--- config.mk ---
export PLATFORM = sky130hd
export DESIGN_NAME = imem_arbiter
export DESIGN_NICKNAME = d
export VERILOG_FILES = /design/src/rtl/imem_pkg.sv /design/src/rtl/imem_resp_reg.sv /design/src/rtl/imem_arbiter.sv
export SDC_FILE = /design/constraint.sdc
export NUM_CORES = 1
export LEC_CHECK = 0
export CORE_MARGIN = 4
export CORE_UTILIZATION = 35
export CTS_CLUSTER_SIZE = 20
export DETAILED_ROUTE_END_ITERATION = 12
export PLACE_DENSITY = 0.93
export SLEW_MARGIN = 10
export SYNTH_ARGS = -nofsm -noshare
export SYNTH_HDL_FRONTEND = slang
export SYNTH_SLANG_ARGS = --single-unit
--- constraint.sdc ---
create_clock -name clk -period 2.3 [get_ports clk]
set_clock_uncertainty 0.05 [all_clocks]
set_input_delay 0.46 -clock clk [delete_from_list [all_inputs] [get_ports clk]]
set_output_delay 0.46 -clock clk [all_outputs]
set_load 0.01 [all_outputs]
--- src/rtl/imem_pkg.sv ---
`default_nettype none
// ============================================================================
// Module      : imem_pkg
// Description : Shared types, constants and helpers for the instruction-memory
//               arbiter. It holds the default memory depth, the arbiter FSM
//               state type, a request bundle type, and a helper that decides
//               whether a byte address reaches a real memory word.
// Ports       : none (package)
// Revision    : 1.0 - initial release
// ============================================================================
package imem_pkg;

    // Default instruction-memory depth in 32-bit words.
    localparam int unsigned IMEM_WORDS_DEFAULT = 1024;

    // Arbiter FSM states: ARB = normal arbitration, LOCKED = loader owns the
    // memory for a burst.
    typedef enum logic [0:0] {
        ARB    = 1'b0,
        LOCKED = 1'b1
    } arb_state_e;

    // One requester's view of an access.
    typedef struct packed {
        logic        req;
        logic        we;
        logic [31:0] addr;
        logic [31:0] wdata;
    } imem_req_t;

    // An access is legal only when it is word aligned and its word index is
    // inside the memory.
    function automatic logic addr_legal(input logic [31:0] addr,
                                        input int unsigned words);
        logic [31:0] w_word;
        w_word = {2'b00, addr[31:2]};
        return (addr[1:0] == 2'b00) && (w_word < words);
    endfunction

endpackage : imem_pkg
`default_nettype wire

--- src/rtl/imem_resp_reg.sv ---
`default_nettype none
// ============================================================================
// Module      : imem_resp_reg
// Description : Response register for one requester of the instruction-memory
//               arbiter. The cycle after a grant it pulses o_rvalid for one
//               cycle together with the captured read data (legal read), zero
//               data (legal write) or zero data plus o_err (illegal access).
//               o_rdata holds its last value while no response is pending.
// Ports       : clk         - clock
//               reset_n     - asynchronous active-low reset
//               i_gnt       - this requester is granted in the current cycle
//               i_legal     - the granted access hits a real memory word
//               i_we        - the granted access is a write
//               i_mem_rdata - combinational memory read data
//               o_rvalid    - response valid (one-cycle pulse)
//               o_rdata     - response data
//               o_err       - response error (qualified by o_rvalid)
// Revision    : 1.0 - initial release
// ============================================================================
module imem_resp_reg
    import imem_pkg::*;
(
    input  logic        clk,
    input  logic        reset_n,
    input  logic        i_gnt,
    input  logic        i_legal,
    input  logic        i_we,
    input  logic [31:0] i_mem_rdata,
    output logic        o_rvalid,
    output logic [31:0] o_rdata,
    output logic        o_err
);

    logic        r_rvalid;
    logic [31:0] r_rdata;
    logic        r_err;

    always_ff @(posedge clk or negedge reset_n) begin
        if (!reset_n) begin
            r_rvalid <= 1'b0;
            r_rdata  <= '0;
            r_err    <= 1'b0;
        end else begin
            r_rvalid <= i_gnt;
            r_err    <= i_gnt & ~i_legal;
            // Data only moves on a grant so it stays stable between responses.
            if (i_gnt) begin
                r_rdata <= (i_legal && !i_we) ? i_mem_rdata : 32'h0000_0000;
            end
        end
    end

    assign o_rvalid = r_rvalid;
    assign o_rdata  = r_rdata;
    assign o_err    = r_err;

endmodule : imem_resp_reg
`default_nettype wire

--- src/rtl/imem_arbiter.sv ---
`default_nettype none
// ============================================================================
// Module      : imem_arbiter
// Description : Shares a single-port instruction memory between the core fetch
//               port (read only) and the boot/debug loader port (read/write).
//               At most one access is granted per cycle; grants are
//               combinational. Fetch normally wins a contested cycle, but a
//               loader that has been refused STARVE_LIMIT times in a row wins
//               the next one. Boot mode serves the loader only, and a loader
//               grant with lock set keeps ownership until lock drops.
//               Responses come back one cycle after the grant.
// Ports       : clk, reset_n                       - clock, async active-low reset
//               boot_mode_i                        - serve loader only
//               fetch_req_i/addr_i                 - fetch request, byte address
//               fetch_gnt_o/rvalid_o/rdata_o/err_o - fetch grant and response
//               load_req_i/we_i/addr_i/wdata_i     - loader request
//               load_lock_i                        - loader burst ownership
//               load_gnt_o/rvalid_o/rdata_o/err_o  - loader grant and response
//               mem_req_o/we_o/addr_o/wdata_o      - memory access
//               mem_rdata_i                        - combinational memory data
// Revision    : 1.0 - initial release
// ============================================================================
module imem_arbiter
    import imem_pkg::*;
#(
    parameter int unsigned IMEM_WORDS   = IMEM_WORDS_DEFAULT,
    parameter int unsigned STARVE_LIMIT = 4,
    localparam int unsigned IMEM_AW     = $clog2(IMEM_WORDS)
) (
    input  logic               clk,
    input  logic               reset_n,
    input  logic               boot_mode_i,

    input  logic               fetch_req_i,
    input  logic [31:0]        fetch_addr_i,
    output logic               fetch_gnt_o,
    output logic               fetch_rvalid_o,
    output logic [31:0]        fetch_rdata_o,
    output logic               fetch_err_o,

    input  logic               load_req_i,
    input  logic               load_we_i,
    input  logic [31:0]        load_addr_i,
    input  logic [31:0]        load_wdata_i,
    input  logic               load_lock_i,
    output logic               load_gnt_o,
    output logic               load_rvalid_o,
    output logic [31:0]        load_rdata_o,
    output logic               load_err_o,

    output logic               mem_req_o,
    output logic               mem_we_o,
    output logic [IMEM_AW-1:0] mem_addr_o,
    output logic [31:0]        mem_wdata_o,
    input  logic [31:0]        mem_rdata_i
);

    localparam int unsigned          c_CNT_W      = $clog2(STARVE_LIMIT + 1);
    localparam logic [c_CNT_W-1:0]   c_STARVE_MAX = c_CNT_W'(STARVE_LIMIT);
    localparam logic [c_CNT_W-1:0]   c_CNT_ONE    = c_CNT_W'(1);

    arb_state_e         r_state;
    arb_state_e         w_state_nxt;
    logic [c_CNT_W-1:0] r_starve_cnt;

    imem_req_t          w_fetch_req;
    imem_req_t          w_load_req;
    imem_req_t          w_sel_req;

    logic               w_fetch_gnt;
    logic               w_load_gnt;
    logic               w_any_gnt;
    logic               w_starved;
    logic               w_sel_legal;
    logic               w_mem_req;

    // ------------------------------------------------------------------------
    // Request bundles; the fetch port can never write.
    // ------------------------------------------------------------------------
    assign w_fetch_req = '{req: fetch_req_i, we: 1'b0,
                           addr: fetch_addr_i, wdata: 32'h0000_0000};
    assign w_load_req  = '{req: load_req_i, we: load_we_i,
                           addr: load_addr_i, wdata: load_wdata_i};

    assign w_starved   = (r_starve_cnt == c_STARVE_MAX);

    // ------------------------------------------------------------------------
    // FSM state register
    // ------------------------------------------------------------------------
    always_ff @(posedge clk or negedge reset_n) begin
        if (!reset_n) begin
            r_state <= ARB;
        end else begin
            r_state <= w_state_nxt;
        end
    end

    // ------------------------------------------------------------------------
    // Grant decision and next state
    // ------------------------------------------------------------------------
    always_comb begin
        w_fetch_gnt = 1'b0;
        w_load_gnt  = 1'b0;
        w_state_nxt = r_state;

        case (r_state)
            ARB: begin
                if (boot_mode_i) begin
                    w_load_gnt = w_load_req.req;
                end else if (w_fetch_req.req && w_load_req.req) begin
                    // Fetch has priority until the loader has waited long enough.
                    if (w_starved) begin
                        w_load_gnt = 1'b1;
                    end else begin
                        w_fetch_gnt = 1'b1;
                    end
                end else begin
                    w_fetch_gnt = w_fetch_req.req;
                    w_load_gnt  = w_load_req.req;
                end

                if (w_load_gnt && load_lock_i) begin
                    w_state_nxt = LOCKED;
                end
            end

            LOCKED: begin
                // Burst ownership: loader only, boot mode irrelevant. Leaving
                // depends on lock alone, not on a request being present.
                w_load_gnt = w_load_req.req;
                if (!load_lock_i) begin
                    w_state_nxt = ARB;
                end
            end

            default: begin
                w_state_nxt = ARB;
            end
        endcase
    end

    // ------------------------------------------------------------------------
    // Starvation counter: counts refused loader cycles, saturating.
    // ------------------------------------------------------------------------
    always_ff @(posedge clk or negedge reset_n) begin
        if (!reset_n) begin
            r_starve_cnt <= '0;
        end else if (w_load_gnt) begin
            r_starve_cnt <= '0;
        end else if (load_req_i && !w_starved) begin
            r_starve_cnt <= r_starve_cnt + c_CNT_ONE;
        end
    end

    // ------------------------------------------------------------------------
    // Memory-side mux. Illegal requests are granted but never reach memory.
    // ------------------------------------------------------------------------
    assign w_sel_req   = w_load_gnt ? w_load_req : w_fetch_req;
    assign w_sel_legal = addr_legal(w_sel_req.addr, IMEM_WORDS);
    assign w_any_gnt   = w_fetch_gnt | w_load_gnt;
    assign w_mem_req   = w_any_gnt & w_sel_legal;

    assign mem_req_o   = w_mem_req;
    assign mem_we_o    = w_mem_req & w_sel_req.we;
    assign mem_addr_o  = w_sel_req.addr[IMEM_AW+1:2];
    assign mem_wdata_o = w_sel_req.wdata;

    assign fetch_gnt_o = w_fetch_gnt;
    assign load_gnt_o  = w_load_gnt;

    // ------------------------------------------------------------------------
    // Per-port response registers
    // ------------------------------------------------------------------------
    imem_resp_reg u_fetch_resp (
        .clk         (clk),
        .reset_n     (reset_n),
        .i_gnt       (w_fetch_gnt),
        .i_legal     (w_sel_legal),
        .i_we        (1'b0),
        .i_mem_rdata (mem_rdata_i),
        .o_rvalid    (fetch_rvalid_o),
        .o_rdata     (fetch_rdata_o),
        .o_err       (fetch_err_o)
    );

    imem_resp_reg u_load_resp (
        .clk         (clk),
        .reset_n     (reset_n),
        .i_gnt       (w_load_gnt),
        .i_legal     (w_sel_legal),
        .i_we        (load_we_i),
        .i_mem_rdata (mem_rdata_i),
        .o_rvalid    (load_rvalid_o),
        .o_rdata     (load_rdata_o),
        .o_err       (load_err_o)
    );

endmodule : imem_arbiter
`default_nettype wire

==> summary.txt <==
Outcome
  • Outcome: complete, but fails checks
  • Failing checks: setup timing

Clock network
  • Max clock buf depth: 2
  • TritonCTS clock tree: built
  • H-tree levels: 3
  • Clock Pin Slew Worst Setup and Hold Paths: 80 ps
  • Root Driver: clkbuf_8
  • Num Clock Sinks: 72
  • TritonCTS buffer count: 9
  • Worst skew pair latency: 340 ps

Timing
  • Worst hold slack: 457 ps
  • Fin worst setup slack: -93.9 ps
  • Max frequency: 0.418 GHz
  • Unrepaired setup endpoints after global routing: true
  • Fin. Hold Viols: 0
  • Worst-margin pin slew: 550 ps
  • Period utilization: 1.04
  • Relative slew slack: 0.633
  • Final Setup Violations: 31
  • Fin Setup TNS: -1960 ps
  • Tmin final: 2390 ps
  • Slew Limit Fails: 0

Finish
  • Non-filler cells in the finished layout: 685
  • Net count reported at finish: 688
  • Diode count: 0
  • Layout area overhead: 97.2%
  • Util after Layout: 0.719
  • Design area: 6770 µm²
  • Share of cells above drive strength 1: 0.299

Power and ir drop
  • Leakage power: 3.13 nW
  • Power per standard cell area: 477 nW/µm²
  • Final Total Pwr: 3.23 mW
  • Peak supply drop: 0.000227 V

Floorplanning
  • Die X: 107 µm
  • Die Height: 107 µm
  • Die ar.: 11500 µm²
  • Initial Util: 0.365
  • Num rows: 35
  • I/O pin total: 249
  • Core area: 9420 µm²

Synthesis
  • Post-synthesis register bit count: 72
  • Async SR Flop Fraction: 1.00
  • Synth Flop Type: dfrtp_1
  • Top cells by count, synth: dfrtp_1 (72), nand2_1 (37), a22o_1 (32), and2_1 (32), o2bb2ai_2 (30)
  • Syn Inst Count: 279
  • Synth warn: 0
  • Synth top area share: 0.525
  • Syn Area/Cell: 12.3 µm²
  • Sequential-to-total area share from yosys stat: 0.525
  • Synth Cell Area: 3430 µm²
  • Cell taking the most area after synthesis: dfrtp_1
  • Count leader, synth: dfrtp_1
  • Net Count, Synth: 416
  • Post-synth cell types: 29
  • Number of synthesized flops with an enable pin: 0
  • Synth area leaders: dfrtp_1 (52%), o2bb2ai_2 (13%), a22o_1 (8.2%), and2_1 (5.8%), nand2_1 (4.0%)

Drt
  • Final wirelength: 14.1 mm
  • Residual DRC: 0
  • Initial drt markers: 123
  • Vias: 3444
  • Post-DR vias/cell: 5.03
  • Drt first pass iters: 4
  • Post-route ant nets: 0
  • Routed wire per std cell: 20.6 µm

Worst setup path
  • Crit path kind: reg2out
  • Max FO, Critical Path: 8
  • Reg2Reg Launch Point: r_starve_cnt[1]
  • Worst Reg-to-Reg Cells: 8
  • Worst EP required: 1790 ps
  • FF-to-FF End: u_fetch_resp.o_rdata[5]
  • R2r setup slk: 440 ps
  • Worst setup EP type: output port
  • Startpoint Class: register
  • Arrival time worst endpoint: 1880 ps

Placed design
  • Post-DP Area: 6120 µm²
  • Inst Count DP: 654
  • Routability cong.: 0.978
  • Post-Place Setup Slack: -611 ps
  • I/O Buffers: 248
  • HPWL Detailed: 10.5 mm

GRT
  • Largest net degree at the start of global routing: 34
  • Initial antenna violation count: 0
  • Tot GR Track Use: 0.238
  • First-pass GRT wire length: 20.7 mm
  • Total congestion overflow: 0
  • Number of global-route vias before repair: 3786

Min path
  • Hold path start: u_load_resp.o_rdata[3]
  • HP Class: reg2reg
  • Hold depth: 1
  • WHS Endpoint: u_load_resp.o_rdata[3]

Job
  • Max Cap Viol: 0
[final cells by class]
| type | instances | area, µm² |
|---|---|---|
| clock buffer | 9 | 124 |
| clock inverter | 7 | 128 |
| fill | 624 | 2650 |
| inverter | 4 | 27.5 |
| multi-input combinational | 181 | 1600 |
| sequential | 72 | 1800 |
| tap | 129 | 161 |
| timing repair buffer | 283 | 2930 |
[layout by cell type, fill, tap and decap left out, drive strengths merged, types with 5 or more instances in the layout]
| cell type | n |
|---|---|
| and2 | 32 |
| a22o | 32 |
| mux2 | 10 |
| dlygate4sd2 | 6 |
| buf | 77 |
| inv | 5 |
| clkbuf | 9 |
| nor4 | 10 |
| dlymetal6s2s | 19 |
| nand2 | 39 |
| clkdlybuf4s50 | 178 |
| dfrtp | 72 |
| o2bb2ai | 32 |
| nor2 | 9 |
[worst max-delay path by stage]
| stage | slack (ps) | start | end |
|---|---|---|---|
| floorplan | 290 | r_starve_cnt[0] | mem_addr_o[0] |
| global placement | -520 | boot_mode_i | mem_addr_o[7] |
| detailed placement | -610 | fetch_addr_i[19] | mem_req_o |
| CTS | -150 | r_starve_cnt[1] | mem_addr_o[3] |
| global route | -170 | r_starve_cnt[1] | mem_wdata_o[15] |
| finish | -90 | r_starve_cnt[1] | mem_addr_o[3] |
[routing by layer]
metal / part of all wire / vias up / GRT usage
met5: 0 / - / 0
met4: 0.044 / 0 / 0.132
met3: 0.081 / 37 / 0.0759
met2: 0.54 / 193 / 0.446
met1: 0.33 / 1660 / 0.228
li1: - / 1554 / -
[worst max-delay path, cell delays in order (launching register included)]
cell and delay (ps):
dfrtp_1 390, inv_2 70, ha_4 160, nand2_2 70, nand2_2 60, nand2_4 100, clkinv_8 90, buf_12 150
mux2_4 310, buf_6 120
[report_power, final]
| part | total (mW) | switching, mW | leakage, nW | internal (mW) |
|---|---|---|---|---|
| clock network | 1.26 | 0.521 | 0.126 | 0.736 |
| logic | 0.693 | 0.271 | 2.01 | 0.422 |
| registers | 1.28 | 0.00442 | 0.999 | 1.27 |
[flip-flops by register name, indices dropped and copies added (netlist names)]
signal	flops
u_fetch_resp.o_rdata	32
u_load_resp.o_rdata	32
r_starve_cnt	3
r_state	1
u_fetch_resp.o_err	1
u_fetch_resp.o_rvalid	1
u_load_resp.o_err	1
u_load_resp.o_rvalid	1
[timing repair]
action / in CTS / in global routing
endpoints found under the setup margin: 46 / 46
pin swaps: 18 / 18
buffers inserted: 6 / 4
hold endpoints to repair: 13 / 0
resized for setup: 238 / 53
hold buffers: 1 / 0
gates cloned: 4 / 0
[kinds of logic (layout without fill, tap and decap cells)]
kind of cell	Yosys count	in the layout	synth area share
AOI/OAI and AO/OA	69	69	0.227
DFF	72	72	0.525
buffers and inverters	26	303	0.0503
and+or+nand+nor	99	99	0.155
muxes	11	11	0.0357
adders and majority gates	2	2	0.00729
Power figures use the tool's default switching activity.
==> variant, RTL diff (config.mk and constraints unchanged) <==
Register the output `fetch_err_o`; this adds one clock of latency there. The other outputs are not delayed to match.
--- a/src/rtl/imem_arbiter.sv
+++ b/src/rtl/imem_arbiter.sv
@@ -59,6 +59,8 @@
     localparam logic [c_CNT_W-1:0]   c_STARVE_MAX = c_CNT_W'(STARVE_LIMIT);
     localparam logic [c_CNT_W-1:0]   c_CNT_ONE    = c_CNT_W'(1);
 
+    logic fetch_err_d;
+
     arb_state_e         r_state;
     arb_state_e         w_state_nxt;
     logic [c_CNT_W-1:0] r_starve_cnt;
@@ -180,7 +182,7 @@
         .i_mem_rdata (mem_rdata_i),
         .o_rvalid    (fetch_rvalid_o),
         .o_rdata     (fetch_rdata_o),
-        .o_err       (fetch_err_o)
+        .o_err       (fetch_err_d)
     );
 
     imem_resp_reg u_load_resp (
@@ -195,6 +197,10 @@
         .o_err       (load_err_o)
     );
 
+    always_ff @(posedge clk) begin
+        fetch_err_o <= fetch_err_d;
+    end
+
 endmodule : imem_arbiter
 `default_nettype wire
 
Check against the original RTL: not equivalent (Yosys sat finds a counterexample within 4 cycles, from zero or initial values and one cycle with reset_n low).
==> variant against the original RTL <==
- area after synthesis up 0.58%
- power fell by 5.9%
- critical endpoint is now mem_addr_o[5]
- global-route usage fell by 0.99 points
- maximum frequency rose by 1.5%
- hold slack lost 0.36 ns
- largest cell class unchanged
- routed wire length shrank 1.9%
- the run still ends with negative setup slack left
- sequential cell count rose by 1
- first-iteration DRC count increased by 4.1%
- worst setup slack better by 0.035 ns
- design area fell by 0.24%
- via count decreased by 0.93%
- largest power group unchanged
==> variant: results (changes against the original RTL) <==
.. list-table::
   :header-rows: 1

   * - Metric
     - Value
   * - Xor and xnor fraction of the mapped netlist area
     - 0% (unchanged)
   * - Net switching power of the design
     - 793.2 uW (-0.44%)
   * - Fill count
     - 634 (+1.6%)
   * - Routed length on met1
     - 4927 um (+5.5%)
   * - Drt first-iter violations
     - 128 (+4.1%)
   * - Share of final-layout standard cells stronger than drive strength 1
     - 32.44% (+2.6 points)
   * - Area of placed instances
     - 6113 sq um (about the same)
   * - Count of yosys warnings during synthesis
     - 0 (unchanged)
   * - Area used by multi-input combinational logic
     - 1642 sq um (+2.5%)
   * - Final number of setup-violating endpoints
     - 26 (-16%)
   * - Maximum VDD drop
     - 0.0003097 V (+36%)
   * - Clock latency at the later pin of the worst-skew pair
     - 0.34 ns (about the same)
   * - Largest net degree at the start of global routing
     - 38 (+12%)
   * - Half-perimeter wire length of the detailed placement result
     - 10060 um (-4.4%)
   * - N_diodes
     - 0 (unchanged)
   * - Min setup slack post-route
     - -0.05886 ns (+0.03505 ns)
   * - Met2 usage
     - 41.42% (-3.2 points)
   * - Fraction of registers with async set or reset after synthesis
     - 98.63% (-1.4 points)
   * - Max Buffers Root-to-Sink
     - 2 (unchanged)
   * - Leakage power
     - 3.170 nW (+1.2%)
   * - First-pass GRT wire length
     - 20430 um (-1.5%)
   * - Actual slew at the worst max-slew pin
     - 0.6886 ns (+0.1387 ns)
   * - Pre-CTS setup slack
     - -0.6810 ns (-0.07015 ns)
   * - Top layer reached by signal wires
     - met4
   * - Clock root cell
     - sky130_fd_sc_hd__clkbuf_8
   * - Count of vias placed by the detailed router
     - 3412 (-0.93%)
   * - Routed wl met3
     - 1113 um (-3.1%)
   * - Hold Path Class
     - input pin to async pin
   * - Global routing usage summed across all routing layers
     - 22.84% (-0.99 points)
   * - Failing checks
     - negative setup slack
   * - Global Route met3 Usage
     - 6.419% (-1.2 points)
   * - Average detailed-routed wire length per instance
     - 20.06 um (-2.6%)
   * - Wire length on met2
     - 7384 um (-3.7%)
   * - Multiplexer fraction of the synthesized cell area
     - 3.551% (-0.021 points)
   * - Worst EP arrival
     - 1.85 ns (-0.03 ns)
   * - Outcome
     - complete, but fails checks
   * - Distinct cells, synth
     - 30 (+3.4%)
   * - Sequential area share after synthesis
     - 52.75% (+0.28 points)
   * - Final estimated routing congestion in global placement
     - 0.8095 (-17%)
   * - Total number of H-tree levels
     - 3 (unchanged)
   * - Via count of the first global-routing pass
     - 3733 (-1.4%)
   * - Post-synth net total
     - 417 (+0.24%)
   * - Compound-cell area share of the yosys netlist
     - 22.61% (-0.13 points)
   * - Dominant cells by area after synthesis
     - sky130_fd_sc_hd__dfrtp_1, sky130_fd_sc_hd__o2bb2ai_2, sky130_fd_sc_hd__a22o_1
-- variant: cell count changes after synthesis --
cell,before,now
sky130_fd_sc_hd__dfxtp_1,0,1
-- variant: cell type report --
| type | count | share of cell area [%] |
|---|---|---|
| inverter | 4 | 0.3335 |
| clock inverter | 6 | 1.075 |
| sequential | 73 | 26.98 |
| timing repair buffer | 287 | 42.88 |
| clock buffer | 10 | 2.038 |
| multi-input combinational | 181 | 24.31 |
| tap | 129 | 2.390 |
-- variant: power groups by stage --
stage / clock (mW) / combinational (mW) / sequential [mW]
2_1_floorplan: 0 / 0.160 / 1.32
3_3_place_gp: 0 / 0.582 / 1.32
3_5_place_dp: 0 / 0.595 / 1.32
4_1_cts: 1.10 / 0.659 / 1.30
5_1_grt: 1.15 / 0.712 / 1.30
6_report: 1.07 / 0.669 / 1.30
-- variant: through the flow --
step | TNS, ns | std cells | power, mW
floorplan | 0 | 280 | 1.482
global placement | -22.87 | 652 | 1.902
detailed placement | -27.82 | 652 | 1.915
CTS | -1.756 | 686 | 3.051
global route | -3.893 | 690 | 3.155
finish | -0.7645 | 690 | 3.035
-- variant: path summary, 6_finish.rpt --
| path | start | to | slack, ns | cells after the start |
|---|---|---|---|---|
| setup / recovery | r_starve_cnt[0] | mem_addr_o[5] | -0.06 | 9 |
| hold / removal | reset_n | u_fetch_resp.o_rdata[5] | 0.1 | 1 |
| setup reg to reg | r_starve_cnt[1] | u_fetch_resp.o_rdata[31] | 0.43 | 8 |
| hold reg to reg | u_fetch_resp.o_err | fetch_err_o | 0.30 | 0 |
| max in group asynchronous | reset_n | u_fetch_resp.o_rdata[10] | 1.44 | 2 |
| min in group clk | u_fetch_resp.o_err | fetch_err_o | 0.30 | 0 |
-- variant: cells by family after synthesis --
logic type      Yosys count
buf+inv                  26
mux                      11
compound gates           69
simple gates             99
fa+ha+maj                 2
flops                    73
-- variant: timing repair --
item                       in CTS  in global routing
pin swaps                      22                 20
buffers inserted               16                  6
gates resized for setup       265                 47
gates cloned                    4                  0
setup endpoints to repair      46                 78
-- variant: critical path, cell delays in order (launching register included) --
cell and delay, ns:
sky130_fd_sc_hd__dfrtp_1 0.41, sky130_fd_sc_hd__inv_2 0.09, sky130_fd_sc_hd__ha_4 0.14, sky130_fd_sc_hd__nand2_2 0.06
sky130_fd_sc_hd__nand2_2 0.08, sky130_fd_sc_hd__nand2_4 0.08, sky130_fd_sc_hd__inv_8 0.09, sky130_fd_sc_hd__buf_12 0.13
sky130_fd_sc_hd__mux2_4 0.31, sky130_fd_sc_hd__buf_6 0.12
